<file path="src/rtl/mem_wb_stage_pkg.sv">
// mem_wb_stage_pkg: shared pipeline types and defaults for the MEM/WB stage
package mem_wb_stage_pkg;
    typedef enum logic {IDLE, WAIT} stateT;
    localparam int MEM_TIMEOUT_DEF = 16;
endpackage

</file>
<file path="src/rtl/mem_wb_stage_if.sv">
// mem_wb_stage_if: request/acknowledge bus between the MEM stage and data memory
interface mem_wb_stage_if;
    logic        mem_req;
    logic        mem_we;
    logic [31:0] mem_addr;
    logic [31:0] mem_wdata;
    logic        mem_ack;
    logic [31:0] mem_rdata;
    modport master (output mem_req, mem_we, mem_addr, mem_wdata, input mem_ack, mem_rdata);
    modport slave  (input mem_req, mem_we, mem_addr, mem_wdata, output mem_ack, mem_rdata);
endinterface

</file>
<file path="src/rtl/mem_wb_reg.sv">
// mem_wb_reg: WB output registers; valid pulses per completion, fields hold in between
module mem_wb_reg (
    input  logic        clk,
    input  logic        rst,
    input  logic        load,
    input  logic        regWriteIn,
    input  logic [4:0]  destIn,
    input  logic [31:0] dataIn,
    output logic        wb_valid,
    output logic        wb_reg_write,
    output logic [4:0]  wb_dest,
    output logic [31:0] wb_data
);
    always_ff @(posedge clk or posedge rst)
        if (rst) begin
            wb_valid     <= 1'b0;
            wb_reg_write <= 1'b0;
            wb_dest      <= '0;
            wb_data      <= '0;
        end else begin
            wb_valid <= load;
            if (load) begin
                wb_reg_write <= regWriteIn;
                wb_dest      <= destIn;
                wb_data      <= dataIn;
            end
        end
endmodule

</file>
<file path="src/rtl/mem_wb_stage.sv">
// mem_wb_stage: MEM/WB stage issuing one memory request at a time with a bounded wait
module mem_wb_stage
    import mem_wb_stage_pkg::*;
#(
    parameter int MEM_TIMEOUT = MEM_TIMEOUT_DEF
) (
    input  logic           clk,
    input  logic           rst,
    input  logic           in_valid,
    input  logic [31:0]    in_pc_branch,
    input  logic           in_zf,
    input  logic [31:0]    in_alu_result,
    input  logic [31:0]    in_store_data,
    input  logic [4:0]     in_dest_reg,
    input  logic           in_branch,
    input  logic           in_mem_read,
    input  logic           in_mem_write,
    input  logic           in_reg_write,
    input  logic           in_mem_to_reg,
    input  logic           in_jump,
    input  logic [31:0]    in_jump_target,
    mem_wb_stage_if.master mem,
    output logic           stall,
    output logic           pc_redirect,
    output logic [31:0]    pc_target,
    output logic           wb_valid,
    output logic           wb_reg_write,
    output logic [4:0]     wb_dest,
    output logic [31:0]    wb_data,
    output logic           err_misalign,
    output logic           err_timeout
);
    stateT       state;
    logic [7:0]  cnt;
    logic [4:0]  latDest;
    logic        latRegWrite, latMemToReg;
    logic        isMemop, accept, idleDone, ackDone, toDone, timeoutHit;
    logic        wbLoad, wbRegWriteNext;
    logic [4:0]  wbDestNext;
    logic [31:0] wbDataNext;

    assign isMemop    = in_valid & (in_mem_read | in_mem_write);
    assign accept     = state == IDLE & isMemop & in_alu_result[1:0] == 2'b00;
    assign idleDone   = state == IDLE & in_valid & !accept;
    assign timeoutHit = cnt == 8'(MEM_TIMEOUT);
    assign ackDone    = state == WAIT & mem.mem_ack;
    assign toDone     = state == WAIT & !mem.mem_ack & timeoutHit;
    assign stall      = !rst & (accept | (state == WAIT & !mem.mem_ack & !timeoutHit));

    // Misaligned memops and timeouts complete without a register write
    always_comb begin
        wbLoad         = idleDone | ackDone | toDone;
        wbRegWriteNext = ackDone ? latRegWrite & !mem.mem_we : idleDone & !isMemop & in_reg_write;
        wbDestNext     = state == WAIT ? latDest : in_dest_reg;
        wbDataNext     = ackDone & latMemToReg ? mem.mem_rdata : state == WAIT ? mem.mem_addr : in_alu_result;
    end

    always_ff @(posedge clk or posedge rst)
        if (rst) begin
            state         <= IDLE;
            cnt           <= '0;
            mem.mem_req   <= 1'b0;
            mem.mem_we    <= 1'b0;
            mem.mem_addr  <= '0;
            mem.mem_wdata <= '0;
            latDest       <= '0;
            latRegWrite   <= 1'b0;
            latMemToReg   <= 1'b0;
            pc_redirect   <= 1'b0;
            pc_target     <= '0;
            err_misalign  <= 1'b0;
            err_timeout   <= 1'b0;
        end else begin
            pc_redirect <= state == IDLE & in_valid & ((in_branch & in_zf) | in_jump);
            if (state == IDLE & in_valid) pc_target <= in_jump ? in_jump_target : in_pc_branch;
            if (accept) begin
                state         <= WAIT;
                cnt           <= '0;
                mem.mem_req   <= 1'b1;
                mem.mem_we    <= in_mem_write;
                mem.mem_addr  <= in_alu_result;
                mem.mem_wdata <= in_store_data;
                latDest       <= in_dest_reg;
                latRegWrite   <= in_reg_write;
                latMemToReg   <= in_mem_to_reg;
            end else if (ackDone | toDone) begin
                state       <= IDLE;
                mem.mem_req <= 1'b0;
            end else if (state == WAIT) cnt <= cnt + 8'd1;
            if (idleDone & isMemop) err_misalign <= 1'b1;
            if (toDone) err_timeout <= 1'b1;
        end

    mem_wb_reg wbReg (
        .clk          (clk),
        .rst          (rst),
        .load         (wbLoad),
        .regWriteIn   (wbRegWriteNext),
        .destIn       (wbDestNext),
        .dataIn       (wbDataNext),
        .wb_valid     (wb_valid),
        .wb_reg_write (wb_reg_write),
        .wb_dest      (wb_dest),
        .wb_data      (wb_data)
    );
endmodule

</file>
<file path="src/flat_wrapper.sv">
// flat-port wrapper written by rule: the top's interface ports become plain ports
module mem_wb_stage_flat import mem_wb_stage_pkg::*;
#(
    parameter int MEM_TIMEOUT = MEM_TIMEOUT_DEF
)
  (clk, rst, in_valid, in_pc_branch, in_zf, in_alu_result, in_store_data, in_dest_reg, in_branch, in_mem_read, in_mem_write, in_reg_write, in_mem_to_reg, in_jump, in_jump_target, stall, pc_redirect, pc_target, wb_valid, wb_reg_write, wb_dest, wb_data, err_misalign, err_timeout, mem_mem_req, mem_mem_we, mem_mem_addr, mem_mem_wdata, mem_mem_ack, mem_mem_rdata);
  mem_wb_stage_if mem_i ();
  input  logic clk;
  input  logic rst;
  input  logic in_valid;
  input  logic [31:0] in_pc_branch;
  input  logic in_zf;
  input  logic [31:0] in_alu_result;
  input  logic [31:0] in_store_data;
  input  logic [4:0] in_dest_reg;
  input  logic in_branch;
  input  logic in_mem_read;
  input  logic in_mem_write;
  input  logic in_reg_write;
  input  logic in_mem_to_reg;
  input  logic in_jump;
  input  logic [31:0] in_jump_target;
  output logic stall;
  output logic pc_redirect;
  output logic [31:0] pc_target;
  output logic wb_valid;
  output logic wb_reg_write;
  output logic [4:0] wb_dest;
  output logic [31:0] wb_data;
  output logic err_misalign;
  output logic err_timeout;
  output wire logic [$bits(mem_i.mem_req)-1:0] mem_mem_req;
  output wire logic [$bits(mem_i.mem_we)-1:0] mem_mem_we;
  output wire logic [$bits(mem_i.mem_addr)-1:0] mem_mem_addr;
  output wire logic [$bits(mem_i.mem_wdata)-1:0] mem_mem_wdata;
  input wire logic [$bits(mem_i.mem_ack)-1:0] mem_mem_ack;
  input wire logic [$bits(mem_i.mem_rdata)-1:0] mem_mem_rdata;
  assign mem_mem_req = mem_i.mem_req;
  assign mem_mem_we = mem_i.mem_we;
  assign mem_mem_addr = mem_i.mem_addr;
  assign mem_mem_wdata = mem_i.mem_wdata;
  assign mem_i.mem_ack = mem_mem_ack;
  assign mem_i.mem_rdata = mem_mem_rdata;
  mem_wb_stage #(.MEM_TIMEOUT(MEM_TIMEOUT)) u_core (.clk(clk), .rst(rst), .in_valid(in_valid), .in_pc_branch(in_pc_branch), .in_zf(in_zf), .in_alu_result(in_alu_result), .in_store_data(in_store_data), .in_dest_reg(in_dest_reg), .in_branch(in_branch), .in_mem_read(in_mem_read), .in_mem_write(in_mem_write), .in_reg_write(in_reg_write), .in_mem_to_reg(in_mem_to_reg), .in_jump(in_jump), .in_jump_target(in_jump_target), .mem(mem_i), .stall(stall), .pc_redirect(pc_redirect), .pc_target(pc_target), .wb_valid(wb_valid), .wb_reg_write(wb_reg_write), .wb_dest(wb_dest), .wb_data(wb_data), .err_misalign(err_misalign), .err_timeout(err_timeout));
endmodule
</file>
<file path="config.mk">
export PLATFORM = sky130hd
export DESIGN_NAME = mem_wb_stage_flat
export DESIGN_NICKNAME = d
export VERILOG_FILES = /design/src/rtl/mem_wb_stage_pkg.sv /design/src/rtl/mem_wb_stage_if.sv /design/src/rtl/mem_wb_reg.sv /design/src/rtl/mem_wb_stage.sv /design/src/flat_wrapper.sv
export SDC_FILE = /design/constraint.sdc
export NUM_CORES = 1
export LEC_CHECK = 0
export CORE_UTILIZATION = 42
export DETAILED_ROUTE_END_ITERATION = 7
export PLACE_DENSITY = 0.81
export SLEW_MARGIN = 20
export SYNTH_ARGS = -nofsm -noshare
export SYNTH_HDL_FRONTEND = slang
export SYNTH_HIERARCHICAL = 1
export SYNTH_SLANG_ARGS = --single-unit
</file>
<file path="constraint.sdc">
create_clock -name clk -period 5 [get_ports clk]
set_input_delay 1 -clock clk [delete_from_list [all_inputs] [get_ports clk]]
set_output_delay 1 -clock clk [all_outputs]
set_load 0.1 [all_outputs]
</file>
==> flow_summary_export.csv <==
group,metric,value,unit
status,outcome,"finished, final reports clean",
clocking,cts.sinks,155,
setup_path,end_kind,"output port",
timing,hold_violations,0,
setup_path,critPathMaxFanout,5,
final_layout,final_cell_mix,"clkdlybuf4s50_1, dfrtp_1, mux2_2, nand2_1, o21ai_0",
synthesis,ys_top_cells_by_area,"dfrtp_1, mux2_2, mux2_4",
floorplanning,initial_core_util,0.429,
clocking,cts_made_buffers,17,
power,p_clk_frac,0.216,
placement,dpl.cell_count,1065,
hold_path,hold_path.startpoint,"u_core/pc_target[26]",
final_layout,seqCellArea,3880,µm²
timing,whs,0.477,ns
synthesis,ys_ff_latch,155,
placement,dpl_cell_area,10400,µm²
setup_path,reg2reg_setup_slack,1.98,ns
power,power,5.80,mW
placement,gp_congestion,0.811,
synthesis,yosysUniqueCellTypes,35,
timing,tightest_slew,1.07,ns
global_routing,overflow,0,
final_layout,diodes,0,
global_routing,antenna_found_initial,0,
floorplanning,die-area,17500,µm²
synthesis,postSynthCellCount,558,
drt,drt_iter0_drc,147,
timing,final_max_slew_viol_count,0,
clocking,clkLatencyLatePin,0.42,ns
placement,dp_hpwl,13.5,mm
final_layout,multi_input_area,3020,µm²
floorplanning,fp.dieW,132,µm
final_layout,layout-drive-gt1-share,0.187,
timing,rsz0062_at_grt,"false",
clocking,root_buffer,"clkbuf_16",
floorplanning,row_count,47,
synthesis,mappedNetlistNets,736,
clocking,clk_pin_slew,0.07,ns
final_layout,fillerInstances,1279,
synthesis,syn_area_per_cell,12.7,µm²
floorplanning,die_y,132,µm
drt,vias,5468,
synthesis,syn_area,7110,µm²
drt,first_pass_iters,4,
drt,viasPerCell,4.98,
drt,drtAntennaViolNets,0,
setup_path,reg2reg_depth,4,
clocking,cts_hold_buf,0,
global_routing,grt_usage,0.225,
placement,port_buffers,316,
synthesis,synth_top_cell_area_share,0.545,
hold_path,hold_path_depth,2,
power,total_leakage_power,4.69,nW
timing,slew_headroom,0.283,
floorplanning,fp.coreArea,16600,µm²
setup_path,worst-endpoint-arrival,2.73,ns
final_layout,syn2layout_area_growth,54.9,%
timing,finClkSkew,0.0104,ns
power,powerDensity,527,nW/µm²
synthesis,yosys_warnings,6,
power,power_frac_seq,0.289,
setup_path,reg2reg_to,"u_core/wbReg/wb_data[16]",
global_routing,grt_pass1_wl,30.4,mm
clocking,cts_max_path_buffers,2,
drt,drc,0,
synthesis,yosys.area.top_type,"dfrtp_1",
power,internal_power,3.00,mW
timing,post-route-period-util,0.746,
setup_path,worst_setup_path_start_kind,"input port",
final_layout,final_cells,1097,
drt,routedWlPerCell,17.3,µm
power,swShare,0.482,
power,ir_drop,0.402,mV
power,p_comb_frac,0.495,
hold_path,holdPathEnd,"u_core/pc_target[26]",
floorplanning,ios,317,
drt,routed_wl,19.0,mm
setup_path,worst-endpoint-required,4.00,ns
clocking,cts_resized,0,
synthesis,synth-main-ff-cell,"dfrtp_1",
timing,fmax,268,MHz
global_routing,grt_pass1_vias,5861,
setup_path,r2r_start,"u_core/mem.mem_req",
power,p_sw,2.80,mW
clocking,cts_tree,"yes",
synthesis,synthArstFlopShare,1.00,
timing,tns,0,ns
hold_path,hold_class,"reg2reg",
final_layout,nets,1042,
setup_path,critPathKind,"in2out",
flow_run,cap_violations,0,
synthesis,synth-seq-area-share,0.545,
clocking,post-cts-setup-buffers,0,
synthesis,synth-edff-count,0,
final_layout,final_common_cell,"clkdlybuf4s50_1",
global_routing,grt_max_degree,71,
timing,setup_viol,0,
final_layout,final_cell_area,11000,µm²
clocking,htreeDepth,4,
timing,period_needed,3.73,ns
==> power groups by stage <==
stage                     sequential [mW]  clock [mW]  combinational, mW
final                                1.67        1.25               2.87
after global routing                 1.71        1.34               2.95
after CTS                            1.68        1.28               2.89
after detailed placement             1.69           0               2.88
after global placement               1.69           0               2.86
after floorplan                      3.37           0              0.446
==> Yosys cell counts, types with 2 or more instances <==
master    instances
mux2_4           44
and2_1            2
nand2_1          69
buf_6             7
inv_1             6
a21oi_1           7
or3_1             4
nand3_1           3
mux2_2           69
nand4b_1          2
buf_4             2
mux2i_1          66
buf_2             8
o21ai_0          68
ha_1              2
clkbuf_1         19
o31ai_1           4
nor2_1            4
o21a_1            2
dfrtp_1         155
==> worst max-delay path by stage <==
| stage | endpoint | depth (start not counted) | slack (ns) | from |
|---|---|---|---|---|
| finish | stall | 5 | 1.27 | in_alu_result[0] |
| global route | stall | 5 | 1.16 | u_core/mem.mem_req |
| CTS | stall | 5 | 1.26 | in_alu_result[0] |
| detailed placement | stall | 5 | 1.28 | in_alu_result[0] |
| global placement | stall | 5 | 1.31 | in_alu_result[0] |
| floorplan | stall | 7 | 0.59 | u_core/mem.mem_req |
==> through the flow <==
stage                     worst slack, ns   util
after floorplan                     0.588      -
after detailed placement             1.28  0.630
after CTS                            1.26  0.664
final                                1.27  0.664
after global placement               1.31  0.630
after global routing                 1.16  0.664
==> layout make-up <==
| type | count | share of cell area |
|---|---|---|
| Sequential cell | 155 | 0.352 |
| Multi-Input combinational cell | 360 | 0.274 |
| Clock inverter | 14 | 0.0123 |
| Timing Repair Buffer | 324 | 0.294 |
| Clock buffer | 18 | 0.0399 |
| Tap cell | 220 | 0.0250 |
| Inverter | 6 | 0.00227 |
==> per-layer routing <==
layer	global-route usage	vias to the layer above	wire length, µm
met1	0.254	2636	7390
met5	0	-	0
met3	0.0807	33	1580
li1	-	2580	-
met2	0.386	219	9520
met4	0.0937	0	502
==> state kept, by name, indices dropped and copies added, names as in the netlist, 5 cells and up <==
name                  cells
u_core/cnt                8
u_core/latDest            5
u_core/mem.mem_addr      32
u_core/mem.mem_wdata     32
u_core/pc_target         32
u_core/wbReg/wb_data     32
u_core/wbReg/wb_dest      5
==> critical path, stage by stage <==
cell and delay [ns]:
clkdlybuf4s50_1 0.41, or2_2 0.38, or3_2 0.45, a21oi_1 0.26, buf_12 0.22
==> logic make-up after synthesis <==
kind of cell	count (synthesis)	share of synthesized area
adder cells (fa/ha/maj)	2	0.00352
multiplexers	179	0.295
flip-flops	155	0.545
AND/OR/NAND/NOR	93	0.0584
buffers and inverters	43	0.0326
AO/OA/AOI/OAI	86	0.0649
(Power assumes the default switching activity.)
